## config.mk

```make
export PLATFORM = sky130hd
export DESIGN_NAME = axis_8_bit_packet_tx
export DESIGN_NICKNAME = d
export VERILOG_FILES = /design/src/rtl/axis_8_bit_packet_tx.sv
export SDC_FILE = /design/constraint.sdc
export NUM_CORES = 1
export LEC_CHECK = 0
export ABC_AREA = 1
export CORE_ASPECT_RATIO = 1.5
export CORE_UTILIZATION = 59
export CTS_CLUSTER_DIAMETER = 60
export CTS_CLUSTER_SIZE = 30
export DETAILED_ROUTE_END_ITERATION = 7
export PLACE_DENSITY = 0.76
export RECOVER_POWER = 25
export SYNTH_ARGS = -nofsm -noshare
export SYNTH_HDL_FRONTEND = slang
export SYNTH_SLANG_ARGS = --single-unit
export TNS_END_PERCENT = 20
```

## constraint.sdc

```tcl
create_clock -name clk -period 3.4 [get_ports clk]
set_input_delay 0.51 -clock clk [delete_from_list [all_inputs] [get_ports clk]]
set_output_delay 0.51 -clock clk [all_outputs]
set_load 0.02 [all_outputs]
```

## src/rtl/axis_8_bit_packet_tx.sv

```systemverilog
// Byte-buffered AXI-Stream style transmitter: local logic fills a buffer in IDLE,
// a start pulse streams the buffered bytes out as one packet with Tlast on the final beat.
module axis_8_bit_packet_tx #(
   parameter int DEPTH = 16,
   parameter int CNT_W = 5
) (
   input  logic             clk,
   input  logic             reset,
   input  logic             wr_en,
   input  logic [7:0]       wr_data,
   output logic             wr_full,
   output logic [CNT_W-1:0] byte_count,
   input  logic             start,
   output logic             busy,
   output logic             done,
   output logic             T_valid_out,
   input  logic             T_ready,
   output logic             Tlast,
   output logic [7:0]       out_data
);

   localparam int AW = (DEPTH > 1) ? $clog2(DEPTH) : 1;

   typedef enum logic {
      S_IDLE,
      S_SEND
   } state_t;

   state_t           r_state;
   state_t           w_state_nxt;
   logic [CNT_W-1:0] r_wr_ptr;
   logic [CNT_W-1:0] r_rd_ptr;
   logic [CNT_W-1:0] r_len;
   logic             r_full;
   logic             r_busy;
   logic             r_done;
   logic             r_valid;
   logic             r_last;
   logic [7:0]       r_data;
   logic [7:0]       r_mem [DEPTH];

   logic [CNT_W-1:0] w_wr_ptr_nxt;
   logic [CNT_W-1:0] w_rd_ptr_nxt;
   logic [CNT_W-1:0] w_len_nxt;
   logic [CNT_W-1:0] w_rd_inc;
   logic             w_valid_nxt;
   logic             w_last_nxt;
   logic [7:0]       w_data_nxt;
   logic             w_done_nxt;
   logic             w_launch;
   logic             w_write;

   // A start with an empty buffer is not a launch, so a coincident write still lands.
   assign w_launch = (r_state == S_IDLE) && start && (r_wr_ptr != '0);
   assign w_write  = (r_state == S_IDLE) && wr_en && !r_full && !w_launch;
   assign w_rd_inc = r_rd_ptr + CNT_W'(1);

   // NOTE: the buffer has no reset; stale bytes are unreachable once wr_ptr returns to 0.
   always_ff @(posedge clk) begin
      if (!reset && w_write) begin
         r_mem[r_wr_ptr[AW-1:0]] <= wr_data;
      end
   end

   always_comb begin
      // NOTE: every output of this block gets a default first so no latch is inferred.
      w_state_nxt  = r_state;
      w_wr_ptr_nxt = r_wr_ptr;
      w_rd_ptr_nxt = r_rd_ptr;
      w_len_nxt    = r_len;
      w_valid_nxt  = r_valid;
      w_last_nxt   = r_last;
      w_data_nxt   = r_data;
      w_done_nxt   = 1'b0;
      case (r_state)
         S_IDLE: begin
            if (w_launch) begin
               w_state_nxt  = S_SEND;
               w_len_nxt    = r_wr_ptr;
               w_rd_ptr_nxt = '0;
               w_valid_nxt  = 1'b1;
               w_data_nxt   = r_mem[0];
               w_last_nxt   = (r_wr_ptr == CNT_W'(1));
            end else if (w_write) begin
               w_wr_ptr_nxt = r_wr_ptr + CNT_W'(1);
            end
         end
         S_SEND: begin
            if (r_valid && T_ready) begin
               if (r_last) begin
                  w_state_nxt  = S_IDLE;
                  w_valid_nxt  = 1'b0;
                  w_last_nxt   = 1'b0;
                  w_data_nxt   = 8'h00;
                  w_wr_ptr_nxt = '0;
                  w_rd_ptr_nxt = '0;
                  w_done_nxt   = 1'b1;
               end else begin
                  w_rd_ptr_nxt = w_rd_inc;
                  w_data_nxt   = r_mem[w_rd_inc[AW-1:0]];
                  w_last_nxt   = ((r_rd_ptr + CNT_W'(2)) == r_len);
               end
            end
         end
      endcase
   end

   // NOTE: state is updated with non-blocking assignments so all registers see pre-edge values.
   always_ff @(posedge clk) begin
      if (reset) begin
         r_state  <= S_IDLE;
         r_wr_ptr <= '0;
         r_rd_ptr <= '0;
         r_len    <= '0;
         r_full   <= 1'b0;
         r_busy   <= 1'b0;
         r_done   <= 1'b0;
         r_valid  <= 1'b0;
         r_last   <= 1'b0;
         r_data   <= 8'h00;
      end else begin
         r_state  <= w_state_nxt;
         r_wr_ptr <= w_wr_ptr_nxt;
         r_rd_ptr <= w_rd_ptr_nxt;
         r_len    <= w_len_nxt;
         r_full   <= (w_wr_ptr_nxt == CNT_W'(DEPTH));
         r_busy   <= (w_state_nxt == S_SEND);
         r_done   <= w_done_nxt;
         r_valid  <= w_valid_nxt;
         r_last   <= w_last_nxt;
         r_data   <= w_data_nxt;
      end
   end

   assign wr_full     = r_full;
   assign byte_count  = r_wr_ptr;
   assign busy        = r_busy;
   assign done        = r_done;
   assign T_valid_out = r_valid;
   assign Tlast       = r_last;
   assign out_data    = r_data;

endmodule

```

==> results.json <==
{
  "min_from": "r_len[0]",
  "grt_usage": 0.301,
  "io_pins": 31,
  "finalSetupViolCount": 0,
  "ys_ff_latch": 156,
  "fmax_mhz": 374,
  "yosysTopAreaCell": "edfxtp_1",
  "ir_worst_vdd_uv": 581,
  "worst_slack_ps": 728,
  "drtAntennaViolNets": 0,
  "routed_wirelength_mm": 16.3,
  "ys_warn_count": 0,
  "syn_area_per_cell_um2": 10.4,
  "num_rows": 47,
  "leakagePower_nw": 2.92,
  "grt_pass1_vias": 4783,
  "first_pass_iters": 5,
  "syn_inst": 646,
  "synthToLayoutAreaGrowth_pct": 14.3,
  "yosysSeqAreaShare": 0.656,
  "worst_pin_slew_ps": 986,
  "ys_top_cells_by_area": "edfxtp_1 57%, dfxtp_1 8.3%, nor2_1 7.0%, nand3_1 5.1%, nand2_1 4.9%",
  "die_h_um": 133,
  "cts_buffer_depth": 2,
  "startpoint": "byte_count[0]",
  "synth.distinct_cells": 34,
  "grt_first_pass_wirelength_mm": 25.1,
  "synth_top_area_share": 0.572,
  "holdBufCountCts": 0,
  "grt.overflow.total": 0,
  "start_util": 0.607,
  "port_buffers": 30,
  "status": "completed",
  "final_layout_size_suffix_gt1_frac": 0.0791,
  "syn_area_um2": 6720,
  "hold_ws_ps": 475,
  "synth_common_cells": "128 x edfxtp_1, 126 x nor2_1, 87 x nand2_1",
  "antenna_found_initial": 0,
  "critPathRequiredTime_ps": 3450,
  "cts_setup_buffers": 0,
  "timing.final.hold_violations": 0,
  "dp_cells": 798,
  "synth.most_common_cell": "edfxtp_1",
  "grt_setup_unrepaired": "false",
  "grt_max_degree": 69,
  "crit_type": "reg2reg",
  "drc_errors": 0,
  "synth_ff_type": "edfxtp_1",
  "fin_skew_ps": 8.90,
  "cts_root_buf": "clkbuf_16",
  "clk_pin_slew_ps": 60,
  "multi_input_area_um2": 1920,
  "clock_sinks": 156,
  "relSlewSlack": 0.339,
  "nFillCells": 844,
  "htreeDepth": 4,
  "cp-end-kind": "register",
  "die-area_um2": 11800,
  "period_needed_ps": 2670,
  "reg2reg_from": "byte_count[0]",
  "dp_hpwl_mm": 10.5,
  "cts_buffers": 17,
  "core-area_um2": 11100,
  "tns_ps": 0,
  "nets": 689,
  "antennaDiodeCount": 0,
  "viasPerCell": 5.90,
  "gp_congestion": 0.963,
  "synth_edf_count": 128,
  "cts_tree": "yes",
  "syn-num-nets": 665,
  "final_area_um2": 7670,
  "p_per_area_nw_per_um2": 685,
  "post-place-ws_ps": 688,
  "insertion_delay_ps": 420,
  "die_w_um": 89.1,
  "drtIter0Drc": 424,
  "cp.arrival_ps": 2720,
  "hold_path_class": "reg2reg",
  "period_share": 0.786,
  "worstSetupStartpointType": "register",
  "worstPathMaxFanout": 14,
  "cts_resized": 0,
  "synth-async-reset-ratio": 0,
  "wl_per_cell_um": 19.7,
  "slew_viol_final": 0,
  "layoutNonFillerInstCount": 830,
  "dpl_cell_area_um2": 7060,
  "vias": 4897,
  "cap_violations": 0,
  "ff_latch_area_um2": 4410
}
[per-stage QoR]
stage               power, mW  utilization
global placement         3.30        0.638
global route             5.44        0.694
detailed placement       3.32        0.638
floorplan                3.00            -
CTS                      5.26        0.694
finish                   5.26        0.694
[worst paths after layout]
check             cells after the start  slack [ps]           to
hold / removal                        2         480     r_len[0]
hold reg to reg                       2         480     r_len[0]
setup / recovery                      8         730  r_mem[1][6]
setup reg to reg                      8         730  r_mem[1][6]
[report_power, final]
part | leakage [nW] | total, mW | switching (mW) | internal [mW]
sequential | 1.38 | 2.20 | 0.0604 | 2.14
clock | 0.296 | 1.96 | 0.766 | 1.19
combinational | 1.24 | 1.10 | 0.757 | 0.345
total | 2.92 | 5.26 | 1.58 | 3.67
[logic make-up (layout without fill, tap and decap cells)]
family | Yosys count | after routing | synth area share
compound gates | 93 | 93 | 0.0755
simple gates | 295 | 295 | 0.185
fa+ha+maj | 6 | 6 | 0.0112
xor+xnor | 9 | 9 | 0.0140
buf+inv | 87 | 124 | 0.0583
flops | 156 | 156 | 0.656
[cell usage in the layout, fill, tap and decap left out, drive strengths merged]
cell	n
a211oi	5
a21oi	20
buf	3
bufinv	3
clkbuf	18
clkdlybuf4s50	24
clkinv	3
clkinvlp	3
dfxtp	28
dlygate4sd3	6
edfxtp	128
ha	6
inv	64
nand2	89
nand3	70
nand3b	1
nand4	3
nor2	130
nor3	2
o211ai	5
o21ai	62
o22ai	1
xnor2	4
xor2	5
[flip-flops by register name, indices dropped and copies added, names as in the netlist]
register / flops
Tlast: 1
wr_full: 1
byte_count: 5
r_rd_ptr: 5
r_len: 5
out_data: 8
T_valid_out: 1
r_mem: 128
busy: 1
done: 1
[worst max-delay path, stage by stage (launching register included)]
cell	delay, ps
dfxtp_1	370
inv_1	140
ha_1	180
nand3_1	100
nand2_1	340
nand2_1	150
nor2_1	210
nand2_1	250
nor2_1	560
[routing by layer]
metal,vias to the layer above,GRT usage,wire [um]
met5,-,0,0
met4,0,0.190,912
met3,70,0.0705,1410
met2,294,0.481,8030
met1,2297,0.361,5980
li1,2236,-,-
[area by class of cell]
class,count,area share
Timing Repair Buffer,33,0.0421
Sequential cell,156,0.574
Clock inverter,14,0.0238
Clock buffer,18,0.0572
Multi-Input combinational cell,403,0.250
Inverter,59,0.0292
Tap cell,147,0.0240
Power figures use the tool's default switching activity.
